File: src/rtl/vga_timing_gen.sv
// Raster timing generator for 640x480@60: pixel/line counters plus sync, blanking and tick decodes.
// Optional colour-bar test pattern on rgb_test when VGA_TESTPAT_EN is defined.
module vga_timing_gen #(
  parameter int H_VISIBLE = 640,
  parameter int H_FRONT   = 16,
  parameter int H_SYNC    = 96,
  parameter int H_BACK    = 48,
  parameter int V_VISIBLE = 480,
  parameter int V_FRONT   = 10,
  parameter int V_SYNC    = 2,
  parameter int V_BACK    = 33,
  parameter int EOF_LINE  = 481
) (
  input  logic       clk25M,
  input  logic       reset,
  output logic [9:0] x,
  output logic [9:0] y,
  output logic       vga_on,
  output logic       hsync,
  output logic       vsync,
  output logic       line_tick,
  output logic       frame_tick
`ifdef VGA_TESTPAT_EN
  ,
  output logic [2:0] rgb_test
`endif
);

  localparam int H_TOTAL = H_VISIBLE + H_FRONT + H_SYNC + H_BACK;
  localparam int V_TOTAL = V_VISIBLE + V_FRONT + V_SYNC + V_BACK;

  localparam logic [9:0] H_LAST   = 10'(H_TOTAL - 1);
  localparam logic [9:0] V_LAST   = 10'(V_TOTAL - 1);
  localparam logic [9:0] H_VIS    = 10'(H_VISIBLE);
  localparam logic [9:0] V_VIS    = 10'(V_VISIBLE);
  localparam logic [9:0] HS_START = 10'(H_VISIBLE + H_FRONT);
  localparam logic [9:0] HS_END   = 10'(H_VISIBLE + H_FRONT + H_SYNC);
  localparam logic [9:0] VS_START = 10'(V_VISIBLE + V_FRONT);
  localparam logic [9:0] VS_END   = 10'(V_VISIBLE + V_FRONT + V_SYNC);
  localparam logic [9:0] EOF_Y    = 10'(EOF_LINE);

  generate
    if (H_TOTAL > 1024 || V_TOTAL > 1024) begin : g_size_chk
      $error("vga_timing_gen: H_TOTAL/V_TOTAL do not fit the 10-bit counters");
    end
  endgenerate

  always_ff @(posedge clk25M) begin
    if (!reset) begin
      x <= '0;
      y <= '0;
    end else if (x == H_LAST) begin
      x <= '0;
      y <= (y == V_LAST) ? '0 : y + 10'd1;
    end else begin
      x <= x + 10'd1;
    end
  end

  // Everything below decodes the registered counters, so it is aligned with x/y.
  assign vga_on     = (x < H_VIS) && (y < V_VIS);
  assign hsync      = !((x >= HS_START) && (x < HS_END));
  assign vsync      = !((y >= VS_START) && (y < VS_END));
  assign line_tick  = (x == H_LAST);
  assign frame_tick = (x == '0) && (y == EOF_Y);

`ifdef VGA_TESTPAT_EN
  logic       first_cyc;
  logic [2:0] bar;

  always_ff @(posedge clk25M) begin
    first_cyc <= !reset;
  end

  // Bar index x/80 by threshold compares; no divider.
  always_comb begin
    bar = 3'd0;
    for (int i = 1; i < 8; i++) begin
      if (x >= 10'(80 * i)) bar = 3'(i);
    end
    rgb_test = (vga_on && !first_cyc) ? bar : 3'b000;
  end
`endif

endmodule

File: config.mk
export PLATFORM = sky130hd
export DESIGN_NAME = vga_timing_gen
export DESIGN_NICKNAME = d
export VERILOG_FILES = /design/src/rtl/vga_timing_gen.sv
export SDC_FILE = /design/constraint.sdc
export NUM_CORES = 1
export LEC_CHECK = 0
export BUFFER_PORTS_ARGS = -buffer_cell sky130_fd_sc_hd__buf_2
export CELL_PAD_IN_SITES_DETAIL_PLACEMENT = 1
export CELL_PAD_IN_SITES_GLOBAL_PLACEMENT = 1
export CORE_MARGIN = 5
export CORE_UTILIZATION = 39
export CTS_BUF_LIST = sky130_fd_sc_hd__clkbuf_8 sky130_fd_sc_hd__clkbuf_16
export CTS_CLUSTER_SIZE = 8
export DETAILED_ROUTE_END_ITERATION = 10
export HOLD_SLACK_MARGIN = 0.12
export PLACE_DENSITY_LB_ADDON = 0.25
export SLEW_MARGIN = 40
export SYNTH_ARGS = -nofsm -noshare
export SYNTH_HDL_FRONTEND = slang
export SYNTH_SLANG_ARGS = --single-unit
File: constraint.sdc
create_clock -name clk25M -period 5.08 [get_ports clk25M]
set_clock_uncertainty 0.05 [all_clocks]
set_input_delay 0.254 -clock clk25M [delete_from_list [all_inputs] [get_ports clk25M]]
set_output_delay 0.254 -clock clk25M [all_outputs]
set_load 0.005 [all_outputs]
== Word-level counts from Yosys, hierarchy flattened ==
Cells that the tools add are included.
Widths: inputs -> output; s select.

* Logic and storage cells: 23
* Input port bits: 2
* Bits in registers: 20
* Output and inout port bits: 25

* Equal/unequal tests: 3
* $add $sub $neg: 2
* Reductions and logical operators: 8
* Bitwise logic cells: 1
* $lt $le $gt $ge: 6
* Muxes and demuxes: 1

{| class="wikitable"
|+ Operators by type and width
! operator !! count
|-
| $add 10x1->10 const B || 2
|-
| $eq 10x10->1 const B || 2
|-
| $lt 10x10->1 const B || 2
|-
| $lt 10x9->1 const B || 2
|-
| $eq 10x9->1 const B || 1
|-
| $ge 10x10->1 const B || 1
|-
| $ge 10x9->1 const B || 1
|-
| $logic_not 10->1 || 1
|-
| $mux 10 || 1
|-
| $logic_and 1x1->1 || 4
|-
| $logic_not 1->1 || 2
|-
| $reduce_or 2->1 || 1
|-
| $not 1->1 || 1
|}

== Longest topological paths before layout ==
Gate-level depths: netlist of the first run.

* Depth after elaboration: 3
* Depth in mapped cells: 7
* Gate-level depth less buffers: 6

== Least setup slack after synthesis of the first run ==
Ideal clock, no wire load.

* Path kind: register -> register
* Start: register x[5]
* End: register y[7]
* Slack: 3.062 ns
* Data required time: 4.959 ns
* Arrival: 1.897 ns
* Setup time: 0.071 ns
* Path buffers: 0
* Period minus slack after synthesis: 2.018 ns
* Stages on the path, launching flop included: 5
* Cell sequence: dfxtp_1 or4b_4 or3_4 or4_1 a21oi_1

* Longest elaborated chain between the ends: 1

{| class="wikitable"
|+ Ends and longest elaborated chain
! what !! RTL line !! text
|-
| start, declared || 16 || <nowiki>output logic [9:0] x,</nowiki>
|-
| start signal, assigned || 56 || <nowiki>x <= x + 10'd1;</nowiki>
|-
| $eq 10x10->1 || 52 || <nowiki>end else if (x == H_LAST) begin</nowiki>
|-
| end signal, assigned || 54 || <nowiki>y <= (y == V_LAST) ? '0 : y + 10'd1;</nowiki>
|-
| end, declared || 17 || <nowiki>output logic [9:0] y,</nowiki>
|}

No other way between the ends.
A chain may end at the register's enable or synchronous reset.

== Worst setup path in the final report of the first run ==
* Start: register x[5]
* End: register y[9]

The elaborated chain is that of the path after synthesis.

==> results of run 1 <==
placed cells by master (no fill, tap or decap), drive strengths merged:
cell and instances:
and3 4, xor2 3, or3 3, a31oi 1, xnor2 8, o31ai 2
and2 3, nor3 2, nand3 11, nor4 6, mux2i 1, nor3b 3
nor4b 2, ha 5, or2 1, nand2 8, clkbuf 4, inv 8
and3b 1, buf 26, o21ai 6, nor2 11, or4 3, dfxtp 20
nand4 4, and4 1, or4b 1, a21oi 4
worst max-delay path by stage:
| stage | start | end | slack (ns) | depth (start not counted) |
|---|---|---|---|---|
| 6_report | x[5]$_SDFF_PP0_ | y[9]$_SDFFE_PN0P_ | 2.88 | 4 |
| 5_1_grt | x[0]$_SDFF_PP0_ | y[2]$_SDFFE_PN0P_ | 2.77 | 5 |
| 4_1_cts | x[5]$_SDFF_PP0_ | y[7]$_SDFFE_PN0P_ | 2.88 | 4 |
| 3_5_place_dp | x[5]$_SDFF_PP0_ | y[7]$_SDFFE_PN0P_ | 2.90 | 4 |
| 3_3_place_gp | x[5]$_SDFF_PP0_ | y[7]$_SDFFE_PN0P_ | 2.96 | 4 |
| 2_1_floorplan | x[5]$_SDFF_PP0_ | y[7]$_SDFFE_PN0P_ | 3.06 | 4 |
logic make-up after synthesis:
group,count (synthesis),share of synthesized area (%)
AO/OA/AOI/OAI,13,6.77
XOR/XNOR,11,9.15
adder cells (fa/ha/maj),5,5.94
buffers and inverters,12,4.39
flip-flops,20,38.0
multiplexers,1,0.950
AND/OR/NAND/NOR,64,34.8
routing by layer:
layer	track usage, %	vias up	part of all wire, %
met5	0	-	0
met4	3.64	0	0.78
met3	2.48	2	3.0
met2	28.1	15	49
met1	19.6	490	48
li1	-	496	-
final cells by class:
| cell class | count | share of cell area, % |
|---|---|---|
| multi-input combinational | 94 | 48.2 |
| sequential | 20 | 31.8 |
| timing repair buffer | 26 | 10.3 |
| clock buffer | 4 | 4.37 |
| tap | 30 | 2.98 |
| inverter | 8 | 2.38 |
worst max-delay path, cell delays in order (launching register included):
cell     delay [ns]
dfxtp_1        0.39
or4b_4         0.59
or3_4          0.42
or4_1          0.52
a21oi_1        0.16
where the power goes:
| part | switching (mW) | internal, mW | leakage [nW] | total (mW) |
|---|---|---|---|---|
| clock network | 0.0524 | 0.0689 | 0.0288 | 0.121 |
| logic | 0.00615 | 0.00484 | 0.319 | 0.0110 |
| registers | 0.00291 | 0.159 | 0.162 | 0.162 |
| total | 0.0614 | 0.232 | 0.509 | 0.294 |
state kept, by name, summed over array words and instances, names as in the netlist:
signal  cells
y          10
x          10
per-stage QoR:
step / power [mW] / instances / area (um2) / utilization, % / setup WS [ns]
finish: 0.294 / 182 / 1260 / 50.0 / 2.88
global route: 0.308 / 182 / 1260 / 50.0 / 2.77
CTS: 0.300 / 182 / 1260 / 50.0 / 2.88
detailed placement: 0.177 / 178 / 1200 / 47.8 / 2.90
global placement: 0.176 / 178 / 1200 / 47.8 / 2.96
floorplan: 0.171 / 126 / 1050 / - / 3.06
==> reports/qor.yml, run 1 <==
status: "finished clean"
cts_resized: 0
nNetsFinal: 160
avgSynthCellArea_um2: 8.36
p_leak_nw: 0.509
cts_buffers: 3
yosysSeqAreaShare_pct: 38.0
gp_congestion: 0.825
firstDrtPassIters: 4
num_antenna_cells: 0
cp.required_ns: 5.21
grt_first_pass_wirelength_mm: 4.52
period_share_pct: 43.2
clk_path_buf_depth: 2
drv_slew: 0
hold_slack_ns: 0.292
finalWirelength_mm: 2.70
worstSetupEndpointType: "register"
rows: 18
fp.coreArea_um2: 2520
grt_overflow: 0
synth.most_common_cell: "dfxtp_1"
async_flop_share_pct: 0
layout_min_cycle_time_ns: 2.20
ys.flop_type: "dfxtp_1"
min_path_cells: 2
hold_viol: 0
seqCellArea_um2: 400
r2r_end: "y[9]$_SDFFE_PN0P_"
die_h_um: 62.0
grt_max_degree: 15
antenna_found_initial: 0
route.detailed.drc: 0
vias_per_cell: 5.51
drt_iter0_markers: 51
yosys-top-cells-area: "dfxtp_1 (38%), xnor2_1 (6.7%), ha_1 (5.9%)"
postRouteAntennaNets: 0
crit_type: "register to register"
area_delta_synth_final_pct: 19.6
max_freq_mhz: 455
port-buffer-count: 26
synth_nets: 133
routed-via-count: 1003
r2r-start: "x[5]$_SDFF_PP0_"
synth_edf_count: 0
wl_per_cell_um: 14.9
worstMarginPinSlew_ns: 0.523
ys_ff_latch: 20
clkLatencyLatePin_ns: 0.25
powerDensity_nw_per_um2: 233
path_max_fanout: 14
setup_viol: 0
cts_htree_levels: 1
peakVddDrop_v: 0.000145
clk_pin_slew_ns: 0.08
floorplan.initialDensity_pct: 41.8
hold_start: "reset"
cts_sinks: 20
r2r_cells: 4
synth_cell_types: 30
max_slew_margin_pct: 64.9
cap_violations: 0
startpoint_type: "register"
hold_path.class: "input pin to register"
holdBufCountCts: 0
ioPinCount: 27
multi_input_area_um2: 607
grt_pass1_vias: 997
track_usage_pct: 15.7
yosys.area.top_type: "dfxtp_1"
die_area_um2: 3840
die-width_um: 62.0
drive_gt1_share_pct: 21.7
hold_end: "x[4]$_SDFF_PP0_"
ys_warn_count: 0
netlist_area_um2: 1050
reg2reg_setup_slack_ns: 2.88
fillCellCount: 326
hpwl_mm: 2.13
postCtsSetupRepairBufs: 0
synth.cells.most_frequent: "dfxtp_1 (20), nand3_1 (11), nor2_1 (11)"
cts_tree: "built"
syn_inst: 126
rsz0062_at_grt: "false"
critical_path_arrival_ns: 2.33
finalSetupTns_ns: 0
clk_root_buffer_cell: "clkbuf_8"
post-synth-top-area-fraction_pct: 38.0
No activity file was read; power rests on OpenSTA's default activity.
==> run 2: changes to the inputs <==
Settings changed: ABC_AREA from default to 1, CORE_UTILIZATION 39 to 33.
Clock period 5.08 ns to 1.9 ns, I/O delays scaled along.
==> run 2 against run 1 <==
  * Wire length is 29% higher
  * Highest routed layer unchanged
  * Critical endpoint is now frame_tick
  * Largest power group unchanged
  * Clock-buffer cell count stayed put
  * Critical path depth is 1 higher
==> reports/qor.yml, run 2 <==
synth_cell_types: 24  # -20%
cts_buffers: 3  # unchanged
vias_per_cell: 4.79  # -13%
slowest_stage: "dfxtp_1"
clk_root_buffer_cell: "clkbuf_8"
yosys.area.top_type: "dfxtp_1"
crit_path_end: "frame_tick"
cts_htree_levels: 1  # unchanged
powerDensity_nw_per_um2: 545  # +130%
finalSetupTns_ns: 0  # unchanged
startpoint_type: "register"
async_flop_share_pct: 0  # unchanged
period_share_pct: 90.4
track_usage_pct: 14.8  # -0.90 points
yosysSeqAreaShare_pct: 32.6  # -5.4 points
dp_slack_ns: 0.249  # -2.65 ns
setup_viol: 0  # unchanged
path_max_fanout: 5  # -9
syn_inst: 187  # +48%
synth_edf_count: 0  # unchanged
grt_max_degree: 12  # -3
finalWirelength_mm: 3.48  # +29%
ys.flop_type: "dfxtp_1"
reg2reg_setup_slack_ns: 0.23  # -2.65 ns
gp_congestion: 0.786  # -4.7%
worstMarginPinSlew_ns: 0.399  # -0.123 ns
cts_tree: "built"
worstSetupEndpointType: "primary output"
synth.cells.most_frequent: "nand2_1 (52), nor2_1 (30), inv_1 (26)"
clk_pin_slew_ns: 0.08  # about the same
largestRegisters: "x: 10 flops, y: 10 flops"
cp_num_buf_inv: 1  # +1
max_freq_mhz: 582
ioPinCount: 27  # unchanged
rsz0062_at_grt: "false"
r2r_cells: 7  # +3
route.detailed.drc: 0  # unchanged
ys_ff_latch: 20  # unchanged
grt_pass1_vias: 1229  # +23%
synth_nets: 194  # +46%
crit_path_max_incr_delay_ns: 0.42  # -0.17 ns
num_antenna_cells: 0  # unchanged
worstPathCellList: "nand2_1 > nor2_2 > nand2_1 > nor4_1 > buf_2"
grt_first_pass_wirelength_mm: 5.93  # +31%
avgSynthCellArea_um2: 6.56  # -21%
r2r_end: "x[7]$_SDFF_PP0_"
crit_type: "register to primary output"
r2r-start: "x[0]$_SDFF_PP0_"
cp.depth: 5  # +1
area_delta_synth_final_pct: 21.0
drt_iter0_markers: 23  # -55%
routed-via-count: 1275  # +27%
nNetsFinal: 226  # +41%
clkLatencyLatePin_ns: 0.27  # +0.02 ns
peakVddDrop_v: 0.000456  # +220%
cap_violations: 0  # unchanged
wl_per_cell_um: 13.1  # -12%
cts_sinks: 20  # unchanged
postRouteAntennaNets: 0  # unchanged
netlist_area_um2: 1230  # +17%
die_area_um2: 5040  # +31%
mostFrequentLayoutCells: "nand2_1 (52), nor2_1 (29), inv_1 (26), buf_2 (26), dfxtp_1 (20)"
hold_viol: 0  # unchanged
cp.required_ns: 1.75  # -3.46 ns
firstDrtPassIters: 4  # unchanged
floorplan.initialDensity_pct: 33.8  # -8.0 points
fp.coreArea_um2: 3630  # +44%
yosys-top-cells-area: "dfxtp_1 (33%), nand2_1 (16%), nor2_1 (9.2%)"
critical_path_arrival_ns: 1.57  # -0.76 ns
die_h_um: 71.0  # +15%
layout_commonest_cell: "nand2_1"
rows: 22  # +4
fillCellCount: 507  # +56%
crit_top_cell: "nand2_1"
status: "finished clean"
clk_path_buf_depth: 2  # unchanged
port-buffer-count: 26  # unchanged
worst_slack_ns: 0.183  # -2.70 ns
hpwl_mm: 2.73  # +28%
layout_min_cycle_time_ns: 1.72
antenna_found_initial: 0  # unchanged
post-synth-top-area-fraction_pct: 32.6  # -5.4 points
hold_path.class: "register to register"
die-width_um: 71.0  # +15%
max_slew_margin_pct: 73.2  # +8.3 points
crit_path_start: "y[6]$_SDFFE_PN0P_"
ys_warn_count: 0  # unchanged
grt_overflow: 0  # unchanged
synth.most_common_cell: "nand2_1"
drive_gt1_share_pct: 21.6  # -0.15 points
cp_top_family: "simple AND/OR/NAND/NOR gates"
drv_slew: 0  # unchanged
p_leak_nw: 0.692  # +36%
run 2: how the worst min path moves through the flow:
stage	startpoint	end	cells past startpoint
after floorplan	reset	y[6]$_SDFFE_PN0P_	2
after global placement	reset	y[6]$_SDFFE_PN0P_	3
after detailed placement	reset	y[6]$_SDFFE_PN0P_	3
after CTS	x[0]$_SDFF_PP0_	x[0]$_SDFF_PP0_	1
after global routing	x[0]$_SDFF_PP0_	x[0]$_SDFF_PP0_	1
final	x[0]$_SDFF_PP0_	x[0]$_SDFF_PP0_	1
run 2: final cells by class:
type / count / area (um2) / share of cell area, %
Tap cell: 48 / 60.1 / 4.04
Timing Repair Buffer: 28 / 148 / 9.94
Multi-Input combinational cell: 137 / 713 / 48.0
Sequential cell: 20 / 400 / 27.0
Inverter: 29 / 109 / 7.33
Clock buffer: 4 / 55.1 / 3.71
run 2: where the power goes:
group	switching, mW	leakage, nW	internal, mW
registers	0.00865	0.162	0.424
clock network	0.158	0.0288	0.185
logic	0.0205	0.502	0.0141
run 2: timing repair:
action	4_1_cts	5_1_grt
setup buffers	0	0
resized for setup	0	1
endpoints found under the setup margin	0	1
hold endpoints to repair	4	0
hold buffers	1	0
run 2: cell families after synthesis:
logic type,synth area share [%]
xor+xnor,2.14
fa+ha+maj,5.10
buf+inv,9.48
simple gates,46.4
flops,32.6
compound gates,4.28
run 2: layer usage:
layer | part of all wire (%) | vias to the layer above | track usage [%]
met4 | 0.92 | 0 | 3.76
li1 | - | 651 | -
met1 | 49 | 599 | 19.7
met2 | 47 | 21 | 24.1
met3 | 3.5 | 4 | 3.41
met5 | 0 | - | 0
run 2: per-stage QoR:
| step | utilization [%] | hold WS, ns | instance area [um2] | cells | total power, mW |
|---|---|---|---|---|---|
| 6_report | 40.9 | 0.454 | 1490 | 266 | 0.810 |
| 5_1_grt | 40.9 | 0.493 | 1490 | 266 | 0.844 |
| 4_1_cts | 40.8 | 0.461 | 1480 | 266 | 0.818 |
| 3_5_place_dp | 39.0 | 0.372 | 1420 | 261 | 0.476 |
| 3_3_place_gp | 39.0 | 0.360 | 1420 | 261 | 0.474 |
| 2_1_floorplan | - | 0.189 | 1230 | 187 | 0.461 |
==> run 3: changes to the inputs <==
Settings changed: CORE_UTILIZATION 33 to 39, RECOVER_POWER from default to 100.
Clock period 1.9 ns to 2 ns, I/O delays scaled along.
==> run 3 against run 2 <==
  * Worst setup slack improved by 0.0058 ns
  * Largest cell class unchanged
  * Critical endpoint is now line_tick
  * Global-route usage grew 3.0 points
  * Via count up 1.0%
==> reports/qor.yml, run 3 (synthesis results as in run 2) <==
grt_first_pass_wirelength_mm: 6.00  # +1.3%
clk_root_buffer_cell: "clkbuf_8"
r2r_end: "x[4]$_SDFF_PP0_"
floorplan.initialDensity_pct: 40.5  # +6.8 points
firstDrtPassIters: 2  # -2
powerDensity_nw_per_um2: 528  # -3.2%
die-width_um: 66.1  # -6.9%
slowest_stage: "dfxtp_1"
grt_pass1_vias: 1356  # +10%
hold_viol: 0  # unchanged
crit_path_max_incr_delay_ns: 0.49  # +0.07 ns
cp.depth: 5  # unchanged
cts_sinks: 20  # unchanged
fp.coreArea_um2: 3030  # -17%
reg2reg_setup_slack_ns: 0.20  # -0.03 ns
ioPinCount: 27  # unchanged
num_antenna_cells: 0  # unchanged
p_leak_nw: 0.643  # -7.2%
layout_min_cycle_time_ns: 1.81
track_usage_pct: 17.9  # +3.0 points
max_freq_mhz: 552
nNetsFinal: 226  # unchanged
path_max_fanout: 9  # +4
wl_per_cell_um: 13.5  # +3.3%
critical_path_arrival_ns: 1.66  # +0.09 ns
die_h_um: 66.1  # -6.9%
rows: 20  # -9.1%
hpwl_mm: 2.90  # +6.5%
finalSetupTns_ns: 0  # unchanged
p_total_mw: 0.766  # -5.4%
cap_violations: 0  # unchanged
startpoint_type: "register"
status: "finished clean"
port-buffer-count: 26  # unchanged
routed-via-count: 1288  # +1.0%
mostFrequentLayoutCells: "nand2_1 (52), nor2_1 (31), inv_1 (26)"
clk_pin_slew_ns: 0.08  # about the same
postRouteAntennaNets: 0  # unchanged
worstMarginPinSlew_ns: 0.401  # +0.00177 ns
worstSetupEndpointType: "primary output"
finalNonFillerCells: 262  # -1.5%
hold_path.class: "register to register"
placedCellCount: 257  # -1.5%
die_area_um2: 4370  # -13%
crit_path_start: "x[4]$_SDFF_PP0_"
drt_iter0_markers: 50  # +120%
cp.required_ns: 1.85  # +0.10 ns
grt_overflow: 0  # unchanged
rsz0062_at_grt: "false"
largestRegisters: "x: 10 flops, y: 10 flops"
grt_max_degree: 12  # unchanged
setup_viol: 0  # unchanged
gp_congestion: 0.814  # +3.6%
cts_buffers: 3  # unchanged
clkLatencyLatePin_ns: 0.27  # about the same
peakVddDrop_v: 0.000354  # -22%
layout_commonest_cell: "nand2_1"
cp_num_buf_inv: 2  # +1
antenna_found_initial: 0  # unchanged
r2r_cells: 7  # unchanged
fillCellCount: 433  # -15%
cts_htree_levels: 1  # unchanged
vias_per_cell: 4.92  # +2.6%
finalWirelength_mm: 3.54  # +1.8%
cts_resized: 0  # unchanged
clk_path_buf_depth: 2  # unchanged
cp_top_family: "simple AND/OR/NAND/NOR gates"
drive_gt1_share_pct: 14.7  # -6.9 points
max_slew_margin_pct: 73.2  # about the same
area_delta_synth_final_pct: 18.2
cts_tree: "built"
drv_slew: 0  # unchanged
r2r-start: "x[0]$_SDFF_PP0_"
worstPathCellList: "inv_2 > nor2_2 > nand3_4 > nor2_8 > buf_2"
crit_type: "register to primary output"
crit_path_end: "line_tick"
period_share_pct: 90.6
route.detailed.drc: 0  # unchanged
## run 3: power by group
| group | leakage (nW) | switching (mW) | internal, mW |
|---|---|---|---|
| clock network | 0.0288 | 0.148 | 0.176 |
| logic | 0.452 | 0.0190 | 0.0124 |
| registers | 0.162 | 0.00797 | 0.403 |
| total | 0.643 | 0.175 | 0.591 |
## run 3: final cells by class
| class | instances | area [um2] | share of cell area, % |
|---|---|---|---|
| clock buffers | 4 | 55.1 | 3.79 |
| well taps | 44 | 55.1 | 3.79 |
| repair buffers | 28 | 129 | 8.88 |
| inverters | 29 | 109 | 7.50 |
| flip-flops and latches | 20 | 400 | 27.6 |
| multi-input cells | 137 | 703 | 48.4 |
## run 3: metal layers
| layer | vias to the layer above | track usage (%) | share of wire, % |
|---|---|---|---|
| li1 | 648 | - | - |
| met1 | 616 | 19.2 | 42 |
| met2 | 19 | 34.2 | 54 |
| met3 | 5 | 4.25 | 3.6 |
| met4 | 0 | 4.57 | 0.99 |
| met5 | - | 0 | 0 |
## run 3: through the flow
stage / cell area [um2] / hold slack (ns) / setup WS (ns) / util [%]
floorplan: 1230 / 0.194 / 0.547 / -
global placement: 1410 / 0.359 / 0.355 / 46.7
detailed placement: 1410 / 0.366 / 0.228 / 46.7
CTS: 1480 / 0.468 / 0.188 / 48.8
global route: 1450 / 0.506 / 0.0467 / 47.9
finish: 1450 / 0.463 / 0.188 / 47.9
## run 3: worst min path at each step
stage                          from           endpoint  slack (ns)  depth (start not counted)
finish              x[0]$_SDFF_PP0_    x[0]$_SDFF_PP0_        0.46                          1
global route        x[0]$_SDFF_PP0_    x[0]$_SDFF_PP0_        0.51                          1
CTS                 x[0]$_SDFF_PP0_    x[0]$_SDFF_PP0_        0.47                          1
detailed placement            reset  y[6]$_SDFFE_PN0P_        0.37                          3
global placement              reset  y[6]$_SDFFE_PN0P_        0.36                          3
floorplan                     reset  y[6]$_SDFFE_PN0P_        0.19                          2
## run 3: timing repair
| action | CTS | global route |
|---|---|---|
| hold buffers | 1 | 0 |
| buffers inserted | 0 | 0 |
| hold endpoints to repair | 4 | 0 |
